**src/rtl/scarv_soc_periph_pkg.sv**
```systemverilog
// Shared types and constants for the peripheral bridge slice.
// The peripheral window is a single aligned 2**PERIPH_WINDOW_BITS byte region.
package scarv_soc_periph_pkg;

  localparam int PERIPH_WINDOW_BITS = 16;

  typedef enum logic [2:0] {
    IDLE,
    FWD,
    WAIT,
    RESP,
    DRAIN
  } bridge_state_t;

  // True when the upper address bits select the peripheral window.
  function automatic logic in_window(
    input logic [31-PERIPH_WINDOW_BITS:0] addr_hi,
    input logic [31-PERIPH_WINDOW_BITS:0] base_hi
  );
    return addr_hi == base_hi;
  endfunction

endpackage

```
**src/rtl/scarv_soc_timeout_ctr.sv**
```systemverilog
// Saturating cycle counter used to bound how long a transaction may stall.
// expired is raised during the LIMIT-th enabled cycle after a clear and stays
// raised until the next clear, so the owner can act on it at that clock edge.
module scarv_soc_timeout_ctr #(
  parameter int LIMIT = 1024,
  parameter int TW    = 11
) (
  input  logic g_clk,
  input  logic g_reset,
  input  logic clear,
  input  logic enable,
  output logic expired
);

  localparam logic [TW-1:0] LAST = TW'(LIMIT - 1);
  localparam logic [TW-1:0] SAT  = TW'(LIMIT);

  logic [TW-1:0] count;

  // Count enabled cycles since the last clear, holding at LIMIT instead of wrapping.
  always_ff @(posedge g_clk or posedge g_reset) begin
    if (g_reset) begin
      count <= '0;
    end else if (clear) begin
      count <= '0;
    end else if (enable && (count != SAT)) begin
      count <= count + 1'b1;
    end
  end

  assign expired = (count >= LAST);

endmodule

```
**src/rtl/scarv_soc_periph_bridge.sv**
```systemverilog
// Single-outstanding request bridge in front of the peripheral subsystem.
// Requests outside the 64KB window at PERIPH_BASE complete upstream with an error.
// Optional feature macro: SCARV_SOC_PERIPH_BRIDGE_TIMEOUT_EN adds a stall timeout
// that errors out stuck transactions and drains a late downstream response.
module scarv_soc_periph_bridge
  import scarv_soc_periph_pkg::*;
#(
  parameter logic [31:0] PERIPH_BASE    = 32'h1000_0000,
  parameter int          TIMEOUT_CYCLES = 1024,
  parameter int          TW             = 11
) (
  input  logic        g_clk,
  input  logic        g_reset,
  input  logic        s_req,
  output logic        s_gnt,
  input  logic        s_wen,
  input  logic [3:0]  s_strb,
  input  logic [31:0] s_addr,
  input  logic [31:0] s_wdata,
  output logic        s_recv,
  input  logic        s_ack,
  output logic [31:0] s_rdata,
  output logic        s_error,
  output logic        m_req,
  input  logic        m_gnt,
  output logic        m_wen,
  output logic [3:0]  m_strb,
  output logic [31:0] m_addr,
  output logic [31:0] m_wdata,
  input  logic        m_recv,
  output logic        m_ack,
  input  logic [31:0] m_rdata,
  input  logic        m_error
);

  if ((TIMEOUT_CYCLES < 2) || ((2 ** TW) <= TIMEOUT_CYCLES)) begin : g_bad_timeout_cfg
    $error("scarv_soc_periph_bridge: TIMEOUT_CYCLES must be >= 2 and below 2**TW");
  end

  bridge_state_t state;
  logic          win_hit;

  assign win_hit = in_window(s_addr[31:PERIPH_WINDOW_BITS],
                             PERIPH_BASE[31:PERIPH_WINDOW_BITS]);

`ifdef SCARV_SOC_PERIPH_BRIDGE_TIMEOUT_EN
  logic ctr_clear;
  logic ctr_en;
  logic ctr_expired;
  logic drain_pend;

  assign ctr_clear = ((state == IDLE) && s_req) ||
                     ((state == RESP) && s_ack && drain_pend);
  assign ctr_en    = (state == FWD) || (state == WAIT) || (state == DRAIN);

  scarv_soc_timeout_ctr #(
    .LIMIT (TIMEOUT_CYCLES),
    .TW    (TW)
  ) u_timeout_ctr (
    .g_clk   (g_clk),
    .g_reset (g_reset),
    .clear   (ctr_clear),
    .enable  (ctr_en),
    .expired (ctr_expired)
  );
`endif

  // Bridge FSM; every handshake output is a register so it stays stable until its handshake.
  always_ff @(posedge g_clk or posedge g_reset) begin
    if (g_reset) begin
      state   <= IDLE;
      s_gnt   <= 1'b1;
      s_recv  <= 1'b0;
      s_rdata <= '0;
      s_error <= 1'b0;
      m_req   <= 1'b0;
      m_ack   <= 1'b0;
      m_wen   <= 1'b0;
      m_strb  <= '0;
      m_addr  <= '0;
      m_wdata <= '0;
`ifdef SCARV_SOC_PERIPH_BRIDGE_TIMEOUT_EN
      drain_pend <= 1'b0;
`endif
    end else begin
      case (state)
        IDLE: begin
          if (s_req) begin
            s_gnt   <= 1'b0;
            m_wen   <= s_wen;
            m_strb  <= s_strb;
            m_addr  <= s_addr;
            m_wdata <= s_wdata;
            if (win_hit) begin
              m_req <= 1'b1;
              state <= FWD;
            end else begin
              s_recv  <= 1'b1;
              s_error <= 1'b1;
              s_rdata <= '0;
              state   <= RESP;
            end
          end
        end
        FWD: begin
          if (m_gnt) begin
            m_req <= 1'b0;
            if (m_recv) begin
              s_recv  <= 1'b1;
              s_rdata <= m_wen ? '0 : m_rdata;
              s_error <= m_error;
              state   <= RESP;
            end else begin
              m_ack <= 1'b1;
              state <= WAIT;
            end
          end
`ifdef SCARV_SOC_PERIPH_BRIDGE_TIMEOUT_EN
          else if (ctr_expired) begin
            m_req   <= 1'b0;
            s_recv  <= 1'b1;
            s_error <= 1'b1;
            s_rdata <= '0;
            state   <= RESP;
          end
`endif
        end
        WAIT: begin
          if (m_recv) begin
            m_ack   <= 1'b0;
            s_recv  <= 1'b1;
            s_rdata <= m_wen ? '0 : m_rdata;
            s_error <= m_error;
            state   <= RESP;
          end
`ifdef SCARV_SOC_PERIPH_BRIDGE_TIMEOUT_EN
          else if (ctr_expired) begin
            m_ack      <= 1'b0;
            s_recv     <= 1'b1;
            s_error    <= 1'b1;
            s_rdata    <= '0;
            drain_pend <= 1'b1;
            state      <= RESP;
          end
`endif
        end
        RESP: begin
          if (s_ack) begin
            s_recv  <= 1'b0;
            s_error <= 1'b0;
            s_rdata <= '0;
`ifdef SCARV_SOC_PERIPH_BRIDGE_TIMEOUT_EN
            if (drain_pend) begin
              drain_pend <= 1'b0;
              m_ack      <= 1'b1;
              state      <= DRAIN;
            end else begin
              s_gnt <= 1'b1;
              state <= IDLE;
            end
`else
            s_gnt <= 1'b1;
            state <= IDLE;
`endif
          end
        end
`ifdef SCARV_SOC_PERIPH_BRIDGE_TIMEOUT_EN
        DRAIN: begin
          if (m_recv || ctr_expired) begin
            m_ack <= 1'b0;
            s_gnt <= 1'b1;
            state <= IDLE;
          end
        end
`endif
        default: begin
          m_req  <= 1'b0;
          m_ack  <= 1'b0;
          s_recv <= 1'b0;
          s_gnt  <= 1'b1;
          state  <= IDLE;
        end
      endcase
    end
  end

endmodule
```
**config.mk**
```make
export PLATFORM = sky130hd
export DESIGN_NAME = scarv_soc_periph_bridge
export DESIGN_NICKNAME = d
export VERILOG_FILES = /design/src/rtl/scarv_soc_periph_pkg.sv /design/src/rtl/scarv_soc_timeout_ctr.sv /design/src/rtl/scarv_soc_periph_bridge.sv
export SDC_FILE = /design/constraint.sdc
export NUM_CORES = 1
export LEC_CHECK = 0
export ABC_AREA = 0
export ABC_CLOCK_PERIOD_IN_PS = 5700
export CAP_MARGIN = 10
export CORE_MARGIN = 5
export CORE_UTILIZATION = 44
export CTS_CLUSTER_DIAMETER = 50
export DETAILED_ROUTE_END_ITERATION = 8
export MAX_ROUTING_LAYER = met4
export PLACE_DENSITY = 0.87
export SKIP_LAST_GASP = 1
export SYNTH_ARGS = -nofsm -noshare
export SYNTH_HDL_FRONTEND = slang
export SYNTH_HIERARCHICAL = 1
export SYNTH_SLANG_ARGS = --single-unit
```
**constraint.sdc**
```tcl
create_clock -name g_clk -period 5.7 [get_ports g_clk]
set_clock_uncertainty 0.2 [all_clocks]
set_input_delay 0.57 -clock g_clk [delete_from_list [all_inputs] [get_ports g_clk]]
set_output_delay 0.57 -clock g_clk [all_outputs]
set_load 0.01 [all_outputs]
```
==> reports/metrics.csv, run 1 <==
metric,value,unit
antenna_found_initial,0,
final.setup.tns,0,ns
start_util,45.4,%
crit_path_start_kind,register,
dr.pass1.iters,4,
routedWlPerCell,16.8,um
placed_area,6710,um^2
via_per_inst,4.87,
maxCapViolCount,0,
die_w,111,um
cts.hold.buffers_added,0,
synth_cell_types,31,
vias,3360,
syn_area_per_cell,13.2,um^2
hp-class,reg2reg,
clk_latency,0.36,ns
nets,663,
antenna_left,0,
syn_area,4460,um^2
core,9820,um^2
num_io_pins,214,
drt-initial-drc-count,120,
numCtsBuffers,9,
path_class,reg2reg,
io_buffers,213,
syn_nets,449,
required,5.75,ns
status,finished clean,
p_leak,0.00295,uW
fmax,359,MHz
vdd_drop_max,0.286,mV
synth_top_cell_area_share,60.0,%
ys_seq_area_share,60.6,%
root_buffer,clkbuf_8,
drive_gt1_share,17.1,%
synth_seq_cells,108,
grt_max_degree,63,
pre_cts_ws,2.66,ns
p_total,3680,uW
hpwl,8890,um
yosysWarnings,6,
clock_path_buffers,2,
cp-end-kind,register,
finalCriticalPeriod,2.79,ns
die_area,12200,um^2
fillCellCount,719,
cts-htree-levels,3,
cp_max_fo,42,
power_density,530,nW/um^2
wirelength,11600,um
tightest_slew,0.983,ns
postCtsSetupBuffers,0,
die_h,111,um
grt.overflow.total,0,
stdcell_area,6940,um^2
post-synth-top-area-cell,dfrtp_1,
rrSetupSlack,2.91,ns
grt_pass1_vias,3671,
cts.repair.resized,0,
synth.top_cells.by_area,"dfrtp_1 60%, mux2_2 17%, mux2i_1 7.2%, inv_1 3.2%, nand2_1 3.0%",
utilization,70.7,%
finalCritPeriodShare,48.9,%
worst_slack,2.91,ns
hold_viol,0,
grt_pass1_wl,18800,um
gp_congestion,0.776,
track_usage,19.6,%
slew_headroom,34.2,%
cts_tree,done,
clk_pin_slew,0.11,ns
synthToLayoutAreaGrowth,55.6,%
rsz0062_at_grt,no,
cp.arrival,2.83,ns
clkSinkCount,108,
finalMaxSlewViolations,0,
setup_viol,0,
synthesis.instances,337,
drc_errors,0,
rows,36,
[flip-flops by register name, summed over array words and instances, names as in the netlist]
name and cells:
m_addr 32, m_wdata 32, s_rdata 32, m_strb 4, state 2, m_ack 1, m_req 1, m_wen 1
s_error 1, s_gnt 1, s_recv 1
[where the power goes]
part	internal [uW]	total [uW]	switching, uW	leakage, uW
registers	1100	1280	173	0.00133
clock network	207	471	265	0.000104
logic	1110	1930	818	0.00152
total	2420	3680	1260	0.00295
[worst paths after layout]
path                       depth (start not counted)                      end                 start
setup / recovery                                   5   m_addr[31]$_DFFE_PP0P_  state[0]$_DFFE_PP0P_
hold / removal                                     1      s_error$_DFFE_PP0P_   s_error$_DFFE_PP0P_
setup reg to reg                                   5   m_addr[31]$_DFFE_PP0P_  state[0]$_DFFE_PP0P_
hold reg to reg                                    1      s_error$_DFFE_PP0P_   s_error$_DFFE_PP0P_
max in group asynchronous                          3  m_wdata[14]$_DFFE_PP0P_               g_reset
min in group asynchronous                          2  m_wdata[13]$_DFFE_PP0P_               g_reset
[kinds of logic after synthesis]
group	synth area share, %
flip-flops	60.6
multiplexers	24.9
AND/OR/NAND/NOR	5.58
buffers and inverters	4.97
AO/OA/AOI/OAI	2.83
adder cells (fa/ha/maj)	1.12
[cells in the final DEF, fill, tap and decap left out, drive strengths merged, types with 2 or more instances in the layout]
| master | netlist | final |
|---|---|---|
| clkinv | 0 | 4 |
| ha | 4 | 4 |
| nor2 | 4 | 4 |
| o31ai | 2 | 2 |
| mux2 | 70 | 70 |
| a21oi | 4 | 4 |
| nand2b | 3 | 3 |
| inv | 38 | 40 |
| clkdlybuf4s50 | 0 | 213 |
| clkbuf | 3 | 9 |
| nand3 | 3 | 3 |
| dfrtp | 107 | 107 |
| o21ai | 3 | 3 |
| buf | 11 | 4 |
| mux2i | 32 | 32 |
| nand2 | 36 | 36 |
| nor4 | 4 | 4 |
[Yosys cell counts]
library cell  instances
dfrtp_1             107
mux2_2               69
inv_1                38
nand2_1              36
mux2i_1              32
buf_1                 5
a21oi_1               4
ha_1                  4
nor2_1                4
nor4_1                4
buf_2                 3
buf_6                 3
clkbuf_1              3
nand2b_1              3
nand3_1               3
o21ai_0               3
o31ai_1               2
a2111oi_4             1
a211oi_1              1
a22oi_1               1
a31oi_1               1
a32o_1                1
and4_4                1
dfstp_2               1
mux2_1                1
nand4_1               1
nor3b_1               1
nor4b_1               1
o2111ai_1             1
o22a_1                1
or3_1                 1
[metrics by stage]
step	hold WS (ns)	instances
6_report	0.296	690
5_1_grt	0.322	689
4_1_cts	0.299	688
3_5_place_dp	0.276	672
3_3_place_gp	0.273	672
2_1_floorplan	0.300	337
[cell type report]
cell class / count / area, um^2 / area share, %
Tap cell: 133 / 166 / 2.40
Clock inverter: 7 / 75.1 / 1.08
Timing Repair Buffer: 217 / 2180 / 31.5
Inverter: 38 / 145 / 2.09
Sequential cell: 108 / 2700 / 39.0
Clock buffer: 9 / 124 / 1.79
Multi-Input combinational cell: 177 / 1540 / 22.2
Antenna cell: 1 / 2.50 / 0.0361
[critical path: stages (launching register included)]
cell     delay (ns)
dfrtp_1        0.41
inv_1          0.08
ha_1           0.33
nand2_2        0.77
buf_4          0.48
mux2_2         0.38
[metal layers]
| metal | global-route usage (%) | part of all wire (%) |
|---|---|---|
| met3 | 6.44 | 8.0 |
| met4 | 7.14 | 2.4 |
| met5 | - | 0 |
| met1 | 22.0 | 39 |
| met2 | 32.8 | 50 |
No activity file was read; power rests on OpenSTA's default activity.
==> run 2: changes to the inputs <==
ABC_CLOCK_PERIOD_IN_PS = 2650   (was 5700)
CORE_UTILIZATION = 41   (was 44)
PLACE_DENSITY = 0.82   (was 0.87)
clock period = 2.65 ns   (was 5.7 ns; I/O delays follow)
==> reports/metrics.csv, run 2 (synthesis gave the netlist of run 1 again) <==
metric,value,unit
antenna_left,0,
cp.arrival,2.47,ns
clk_latency,0.36,ns
wirelength,11800,um
track_usage,18.9,%
final_common_cell,clkdlybuf4s50_1,
setup_viol,0,
grt_pass1_wl,18700,um
antenna_cells,0,
rsz0062_at_grt,no,
hold_viol,0,
finalCritPeriodShare,90.0,%
cp-end-kind,register,
grt.overflow.total,0,
drt-initial-drc-count,144,
crit_buf_inv,3,
swShare,33.4,%
path_class,reg2reg,
grt_pass1_vias,3737,
cts.hold.buffers_added,0,
worst_slack,0.265,ns
rrSetupSlack,0.26,ns
nets,664,
r2r-start,state[0]$_DFFE_PP0P_,
utilization,65.2,%
p_sw,2690,uW
status,finished clean,
required,2.73,ns
cts_tree,done,
core,10700,um^2
maxCapViolCount,0,
drive_gt1_share,17.2,%
synthToLayoutAreaGrowth,57.1,%
start_util,41.5,%
tightest_slew,0.681,ns
via_per_inst,4.86,
routedWlPerCell,17.0,um
cp_common_cell,inv_1,
p_leak,0.00297,uW
clock_path_buffers,2,
num_io_pins,214,
fillCellCount,853,
crit_chain,"inv_1, ha_1, inv_1, nor2_1, a2111oi_4, buf_12, mux2i_1",
cp_max_fo,32,
slowest_stage,dfrtp_1,
pre_cts_ws,0.201,ns
reg2reg_to,s_rdata[28]$_DFFE_PP0P_,
p_seq_share,34.2,%
die_h,114,um
slew_headroom,54.6,%
drc_errors,0,
dr.pass1.iters,4,
gp_congestion,0.788,
cp-startpoint,state[0]$_DFFE_PP0P_,
postCtsSetupBuffers,0,
hp-class,in2async,
final.setup.tns,0,ns
die_area,13100,um^2
crit_family,buffers and inverters,
grt_max_degree,70,
reg_top3,"m_addr x32, m_wdata x32, s_rdata x32",
hold_ws,0.117,ns
cts-htree-levels,3,
p_total,8060,uW
p_comb_share,51.5,%
io_buffers,213,
clk_pin_slew,0.10,ns
reg2regPathDepth,7,
crit_path_start_kind,register,
finalCriticalPeriod,2.39,ns
mostFrequentLayoutCells,"213 x clkdlybuf4s50_1, 107 x dfrtp_1, 69 x mux2_2",
antenna_found_initial,0,
max_stage_delay,0.40,ns
vdd_drop_max,0.653,mV
rows,38,
fmax,419,MHz
root_buffer,clkbuf_8,
clkSinkCount,108,
power_density,1150,nW/um^2
die_w,114,um
cts.repair.resized,0,
vias,3384,
hpwl,9080,um
numCtsBuffers,9,
finalMaxSlewViolations,0,
power.internal,5370,uW
p_clk_share,14.2,%
run 2: changes by cell type in the layout (fill, tap and decap cells not counted), sizes merged:
cell | before | now
inv | 40 | 37
diode | 1 | 0
buf | 4 | 5
bufinv | 1 | 2
clkinv | 4 | 2
clkbuf | 9 | 12
clkinvlp | 0 | 1
run 2: per-layer routing:
metal  track usage (%)  vias up  wire length [um]
met2              31.9      139              6170
li1                  -     1559                 -
met3              5.02       22               891
met5                 -        -                 0
met1              21.1     1664              4430
met4              8.31        0               335
run 2: final cells by class:
| cell class | instances | area (um^2) | area share (%) |
|---|---|---|---|
| clock inverter | 4 | 70.1 | 1.00 |
| tap | 140 | 175 | 2.50 |
| clock buffer | 12 | 165 | 2.36 |
| timing repair buffer | 218 | 2210 | 31.5 |
| sequential | 108 | 2700 | 38.6 |
| multi-input combinational | 177 | 1540 | 22.0 |
| inverter | 38 | 146 | 2.09 |
run 2: power groups by stage:
stage / Clock [uW] / Combinational, uW / Sequential [uW]
after detailed placement: 0 / 4190 / 2800
after floorplan: 0 / 1890 / 3080
after CTS: 1180 / 4220 / 2770
final: 1150 / 4150 / 2760
after global routing: 1240 / 4460 / 2860
after global placement: 0 / 4100 / 2750
run 2: how the worst max path moves through the flow:
stage | endpoint | slack [ns] | depth (start not counted)
2_1_floorplan | s_error$_DFFE_PP0P_ | 0.51 | 6
3_3_place_gp | s_rdata[28]$_DFFE_PP0P_ | 0.32 | 6
3_5_place_dp | s_rdata[28]$_DFFE_PP0P_ | 0.20 | 6
4_1_cts | s_rdata[28]$_DFFE_PP0P_ | 0.26 | 7
5_1_grt | s_rdata[28]$_DFFE_PP0P_ | 0.11 | 7
6_report | s_rdata[28]$_DFFE_PP0P_ | 0.26 | 7
run 2: worst reg2reg max path: cells and delay by family, from the launching register on:
kind | cells | cell delay (ns)
multiplexers | 1 | 0.27
adder cells (fa/ha/maj) | 1 | 0.36
AO/OA/AOI/OAI | 1 | 0.38
buffers and inverters | 3 | 0.59
AND/OR/NAND/NOR | 1 | 0.11
flip-flops | 1 | 0.40
run 2: through the flow:
| step | cells | instance area, um^2 |
|---|---|---|
| 3_5_place_dp | 681 | 6770 |
| 2_1_floorplan | 337 | 4460 |
| 6_report | 697 | 7010 |
| 5_1_grt | 697 | 7010 |
| 3_3_place_gp | 681 | 6770 |
| 4_1_cts | 697 | 7010 |
